===== config.mk =====
export PLATFORM = sky130hd
export DESIGN_NAME = gray_converter
export DESIGN_NICKNAME = d
export VERILOG_FILES = /design/src/rtl/gray_pkg.sv /design/src/rtl/gray_converter_mac.sv /design/src/rtl/gray_converter.sv
export SDC_FILE = /design/constraint.sdc
export NUM_CORES = 1
export LEC_CHECK = 0
export ABC_CLOCK_PERIOD_IN_PS = 1600
export CAP_MARGIN = 20
export CORE_ASPECT_RATIO = 0.6
export CORE_UTILIZATION = 40
export CTS_BUF_LIST = sky130_fd_sc_hd__clkbuf_2 sky130_fd_sc_hd__clkbuf_4 sky130_fd_sc_hd__clkbuf_8
export CTS_CLUSTER_SIZE = 28
export DETAILED_ROUTE_END_ITERATION = 10
export DONT_BUFFER_PORTS = 1
export PLACE_DENSITY = 0.66
export SLEW_MARGIN = 40
export SYNTH_ARGS = -nofsm -noshare
export SYNTH_HDL_FRONTEND = slang
export SYNTH_HIERARCHICAL = 1
export SYNTH_SLANG_ARGS = --single-unit

===== constraint.sdc =====
create_clock -name clk -period 1.6 [get_ports clk]
set_input_delay 0.32 -clock clk [delete_from_list [all_inputs] [get_ports clk]]
set_output_delay 0.32 -clock clk [all_outputs]
set_load 0.005 [all_outputs]

===== src/rtl/gray_pkg.sv =====
// Shared constants and types for the RGB888 -> 8-bit grayscale converter.
// Luma weights are 8-bit fixed point. They sum to 256, so the weighted sum
// divided by 256 always fits in 8 bits.
package gray_pkg;

  localparam int COEF_R  = 77;
  localparam int COEF_G  = 150;
  localparam int COEF_B  = 29;
  localparam int ROUND_K = 128;

  localparam int RGB_W  = 24;
  localparam int GRAY_W = 8;
  localparam int SUM_W  = 16;

  typedef enum logic [1:0] {
    ST_IDLE  = 2'd0,
    ST_READ  = 2'd1,
    ST_DRAIN = 2'd2,
    ST_DONE  = 2'd3
  } gs_state_t;

endpackage


===== src/rtl/gray_converter_mac.sv =====
// Combinational weighted sum RGB888 -> gray.
// Macro GRAY_ROUND_EN: when defined, add half an LSB before the shift so the
// result is rounded to nearest. When undefined, the result is truncated.
// The worst case is 255*256 + 128 = 65408, so the 16-bit sum never wraps.
module gray_mac
  import gray_pkg::*;
(
  input  logic [RGB_W-1:0]  rgb,
  output logic [GRAY_W-1:0] gray
);

  logic [SUM_W-1:0] sum;

  // Weighted sum of the three channels, then divide by 256.
  always_comb begin
    sum = SUM_W'(COEF_R) * SUM_W'(rgb[23:16])
        + SUM_W'(COEF_G) * SUM_W'(rgb[15:8])
        + SUM_W'(COEF_B) * SUM_W'(rgb[7:0]);
`ifdef GRAY_ROUND_EN
    sum = sum + SUM_W'(ROUND_K);
`else
    sum = sum;
`endif
    gray = sum[SUM_W-1:8];
  end

endmodule


===== src/rtl/gray_converter.sv =====
// Frame-level grayscale pass: streams N = IMG_W*IMG_H RGB pixels out of RWM_1
// and writes N gray pixels into RWM_2, at one pixel per cycle.
// Macro GRAY_ROUND_EN (used in gray_mac) selects rounding over truncation.
// Latency is the same in both modes.
//
// Strobe semantics: src_rd=1 means "read src_addr this cycle". The memory
// returns src_data exactly one cycle later, and there is no back-pressure.
// dst_wr=1 means "write dst_data to dst_addr this cycle", and the memory
// always accepts the write.
// Pipeline: stage 1 tags the returning src_data with its address. gray_mac
// converts src_data combinationally. Stage 2 registers the result onto the
// dst_* port. From src_rd to dst_wr is 2 cycles.
module gray_converter
  import gray_pkg::*;
#(
  parameter int IMG_W  = 64,
  parameter int IMG_H  = 48,
  parameter int ADDR_W = 12
)
(
  input  logic              clk,
  input  logic              rst_n,
  input  logic              gs_enable,
  output logic              src_rd,
  output logic [ADDR_W-1:0] src_addr,
  input  logic [RGB_W-1:0]  src_data,
  output logic              dst_wr,
  output logic [ADDR_W-1:0] dst_addr,
  output logic [GRAY_W-1:0] dst_data,
  output logic              gs_done,
  output logic              busy,
  output gs_state_t         state_dbg
);

  localparam int                N    = IMG_W * IMG_H;
  localparam logic [ADDR_W-1:0] LAST = ADDR_W'(N - 1);

  gs_state_t           state;
  gs_state_t           state_nxt;
  logic [ADDR_W-1:0]   rd_cnt;
  logic                s1_valid;
  logic [ADDR_W-1:0]   s1_addr;
  logic [GRAY_W-1:0]   gray;
  logic                abort;

  // State register.
  always_ff @(posedge clk or negedge rst_n) begin
    if (!rst_n) state <= ST_IDLE;
    else        state <= state_nxt;
  end

  // Next state and Moore outputs. Dropping gs_enable while busy aborts the frame.
  always_comb begin
    state_nxt = state;
    src_rd    = 1'b0;
    gs_done   = 1'b0;
    busy      = 1'b0;
    abort     = 1'b0;
    unique case (state)
      ST_IDLE: begin
        if (gs_enable) state_nxt = ST_READ;
      end
      ST_READ: begin
        src_rd = 1'b1;
        busy   = 1'b1;
        if (!gs_enable) begin
          abort     = 1'b1;
          state_nxt = ST_IDLE;
        end else if (rd_cnt == LAST) begin
          state_nxt = ST_DRAIN;
        end
      end
      ST_DRAIN: begin
        busy = 1'b1;
        if (!gs_enable) begin
          abort     = 1'b1;
          state_nxt = ST_IDLE;
        end else if (dst_wr && dst_addr == LAST) begin
          state_nxt = ST_DONE;
        end
      end
      ST_DONE: begin
        gs_done = 1'b1;
        if (!gs_enable) state_nxt = ST_IDLE;
      end
      default: state_nxt = ST_IDLE;
    endcase
  end

  assign src_addr  = rd_cnt;
  assign state_dbg = state;

  // Read counter: cleared in IDLE. It saturates at the last address, so it
  // never wraps when N equals 2^ADDR_W.
  always_ff @(posedge clk or negedge rst_n) begin
    if (!rst_n)                                rd_cnt <= '0;
    else if (state == ST_IDLE)                 rd_cnt <= '0;
    else if (state == ST_READ && rd_cnt != LAST) rd_cnt <= rd_cnt + 1'b1;
  end

  // Stage 1: tag the pixel returning next cycle with its address.
  always_ff @(posedge clk or negedge rst_n) begin
    if (!rst_n) begin
      s1_valid <= 1'b0;
      s1_addr  <= '0;
    end else begin
      s1_valid <= src_rd & ~abort;
      if (src_rd) s1_addr <= rd_cnt;
    end
  end

  gray_mac u_mac (
    .rgb  (src_data),
    .gray (gray)
  );

  // Stage 2: register the gray pixel onto the write port.
  always_ff @(posedge clk or negedge rst_n) begin
    if (!rst_n) begin
      dst_wr   <= 1'b0;
      dst_addr <= '0;
      dst_data <= '0;
    end else begin
      dst_wr <= s1_valid & ~abort;
      if (s1_valid & ~abort) begin
        dst_addr <= s1_addr;
        dst_data <= gray;
      end
    end
  end

endmodule

==> results.md <==
- Prevailing post-synth register cell: dfrtp_1
- Slew Limit Headroom: between 70% and 80%
- Fin nets: roughly 740
- Cells after synthesis: ~480
- Req. time, crit path: between 1.5 and 2 ns
- Util after Layout: roughly 54%
- Worst-path fanout max: 4
- Tmin final: ~5.5 ns
- CP Class: in2reg
- Violated checks: setup timing
- Mapped Avg Cell Area: ~11 sq um
- Clk sink count: 48
- TritonRoute pass-1 iters: 4
- Final setup viols: 22
- Initial Util: 41.03%
- Final Wtd Congestion: approximately 0.87
- DRC: 0
- Final WL: ~12 mm
- DIE WIDTH: between 100 and 150 um
- Commonest non-fill, non-tap cell in the layout: inv_1
- Worst Path Arrival: between 5 and 6 ns
- Post-synth cell types: 55
- Number of vias per cell: a little over 5
- Vias: 3718
- Hold Crit Class: in2reg
- DR iter-0 viols: ~130
- Crit. End Element: flop
- PortBufs: 0
- Clock root cell: clkbuf_8
- Endpoints failing hold: 0
- Outcome: finished with violations
- Seq/Total Area, Yosys: between 20% and 30%
- WL/cell: ~17 um
- Final worst path period share: 341.8%
- First-pass GRT wire length: a little over 20 mm
- Vias in the first global route: 3986
- Core Area: between 10000 and 15000 sq um
- DIE AREA: about 14000 sq um
- Post-synthesis async set-or-reset flop share: 100.0%
- #FFs+latches synth: between 40 and 50
- Synth-to-layout area growth: 30.66%
- Num ports: 65
- Layout filler cell count: between 1k and 1.5k
- TritonCTS clock tree: done
- H-tree depth: 2
- Slew Limit Fails: 0
- Dpl cell area: slightly above 6000 sq um
- Rows: 32
- CTS Buf Count: 5
- Clk slew on worst S/H paths: roughly 0.09 ns
- Total track usage: between 15 and 20%
- Post-synth EDFFs: 0
- Max clock buf depth: 2
- Antenna violations before repair: 0
- RSZ-0062 raised after global routing: yes
- Final Skew: ~0.0061 ns
- Critical Path Source: src_data[11]
- WHS: approximately 0.19 ns
- Post-Syn Nets: approximately 650
- Max-cap viol count: 0
- Worst skew pair latency: a little over 0.3 ns
- Final ANT Viol Nets: 0
- Slew @ Worst Pin: ~0.41 ns
- Worst R2R Start: state_dbg[0]$_DFFE_PN0P_
- Synthesized cell area: approximately 5300 sq um
- FMAX: around 0.18 GHz
- N_diodes: 0
- Warnings from Yosys: 6
- HPWL after DPL: 9.689 mm
- Startpoint Class: input port
- Chip height: 90.80 um
- Remaining global-route overflow: 0
- Worst hold start: gs_enable
- Pin count of the biggest net entering global routing: 49
- Worst Slack Setup Final: -3.869 ns
- Design Area, Final: 6868 sq um
- Most frequent cells in the layout: inv_1 (89), ha_1 (71), buf_4 (71), fa_1 (54), dfrtp_1 (46)
- Share of cells above drive strength 1: between 30% and 40%
==> sequential cells by signal, summed over array words and instances, names as in the netlist <==
name,count
dst_wr,1
dst_addr,12
dst_data,8
s1_addr,12
s1_valid,1
src_addr,12
state_dbg,2
==> stage by stage <==
| step | setup WS [ns] | TNS, ns | instances |
|---|---|---|---|
| 2_1_floorplan | -4.061 | -30.84 | 479 |
| 3_3_place_gp | -4.181 | -32.73 | 716 |
| 3_5_place_dp | -4.298 | -33.66 | 716 |
| 4_1_cts | -3.871 | -29.66 | 732 |
| 5_1_grt | -4.062 | -32.88 | 739 |
| 6_report | -3.869 | -30.18 | 739 |
==> cell usage after synthesis, types with 3 or more instances <==
library cell	n	area (sq um)
dfrtp_1	48	1201
ha_1	90	1126
nor2_1	15	56.30
o211ai_1	3	22.52
xnor2_1	13	113.9
a21oi_1	12	60.06
or3_1	4	25.02
mux2_2	32	360.4
xor2_1	8	70.07
inv_1	96	360.4
o21ai_0	10	50.05
nand2b_1	6	37.54
a21o_1	6	45.04
nor3_1	3	15.01
fa_1	55	1101
and3_1	3	18.77
nand3_1	3	15.01
nand4_1	7	43.79
nand2_1	14	52.55
==> what timing repair did <==
action,4_1_cts,5_1_grt
gates resized for setup,47,35
hold buffers,2,0
endpoints found under the hold margin,48,0
pin swaps,25,21
cloned,2,0
endpoints found under the setup margin,29,27
setup buffers,6,7
==> metal layers <==
| layer | wire length (um) | track usage, % |
|---|---|---|
| met1 | 6138 | 28.49 |
| met2 | 5674 | 29.94 |
| met3 | 409 | 3.434 |
| met4 | 90 | 3.620 |
| met5 | 0 | 0 |
==> cells by family after synthesis <==
logic type / share of synthesized area [%]
AO/OA/AOI/OAI: 9.188
XOR/XNOR: 3.809
adder cells (fa/ha/maj): 42.37
buffers and inverters: 7.474
flip-flops: 22.85
multiplexers: 7.451
AND/OR/NAND/NOR: 6.855
==> worst paths after layout <==
| path | to | slack, ns | cells past startpoint |
|---|---|---|---|
| max | dst_data[7]$_DFFE_PN0P_ | -3.87 | 25 |
| min | state_dbg[1]$_DFFE_PN0P_ | 0.19 | 2 |
| max reg2reg | src_addr[11]$_DFFE_PN0P_ | -0.17 | 6 |
| min reg2reg | dst_addr[6]$_DFFE_PN0P_ | 0.50 | 1 |
| max in group asynchronous | state_dbg[0]$_DFFE_PN0P_ | 0.85 | 2 |
| min in group asynchronous | dst_addr[8]$_DFFE_PN0P_ | 0.52 | 2 |
==> worst max-delay path: stages <==
cell and delay, ns:
ha_4 0.22, ha_4 0.24, ha_4 0.25, inv_2 0.03
fa_1 0.48, inv_2 0.05, ha_4 0.28, nand2_2 0.06
o21ai_4 0.16, nor2_4 0.07, xnor2_4 0.13, fa_2 0.57
fa_1 0.40, inv_1 0.07, fa_1 0.42, fa_1 0.50
inv_2 0.04, ha_4 0.22, a21oi_4 0.12, o21ai_2 0.09
a41oi_4 0.28, o21ai_2 0.12, xnor2_2 0.14, xnor2_1 0.12
mux2_2 0.26
==> final cells by class <==
type                    count  area, sq um  area share, %
inverters                  96        365.4          5.320
flip-flops and latches     48         1204          17.53
multi-input cells         329         4213          61.34
clock buffers               7        96.34          1.403
repair buffers             89        777.0          11.31
well taps                 170        212.7          3.097
Power is not shown: default switching activity piles up to over one toggle a cycle in this logic, so the estimate is an artifact.
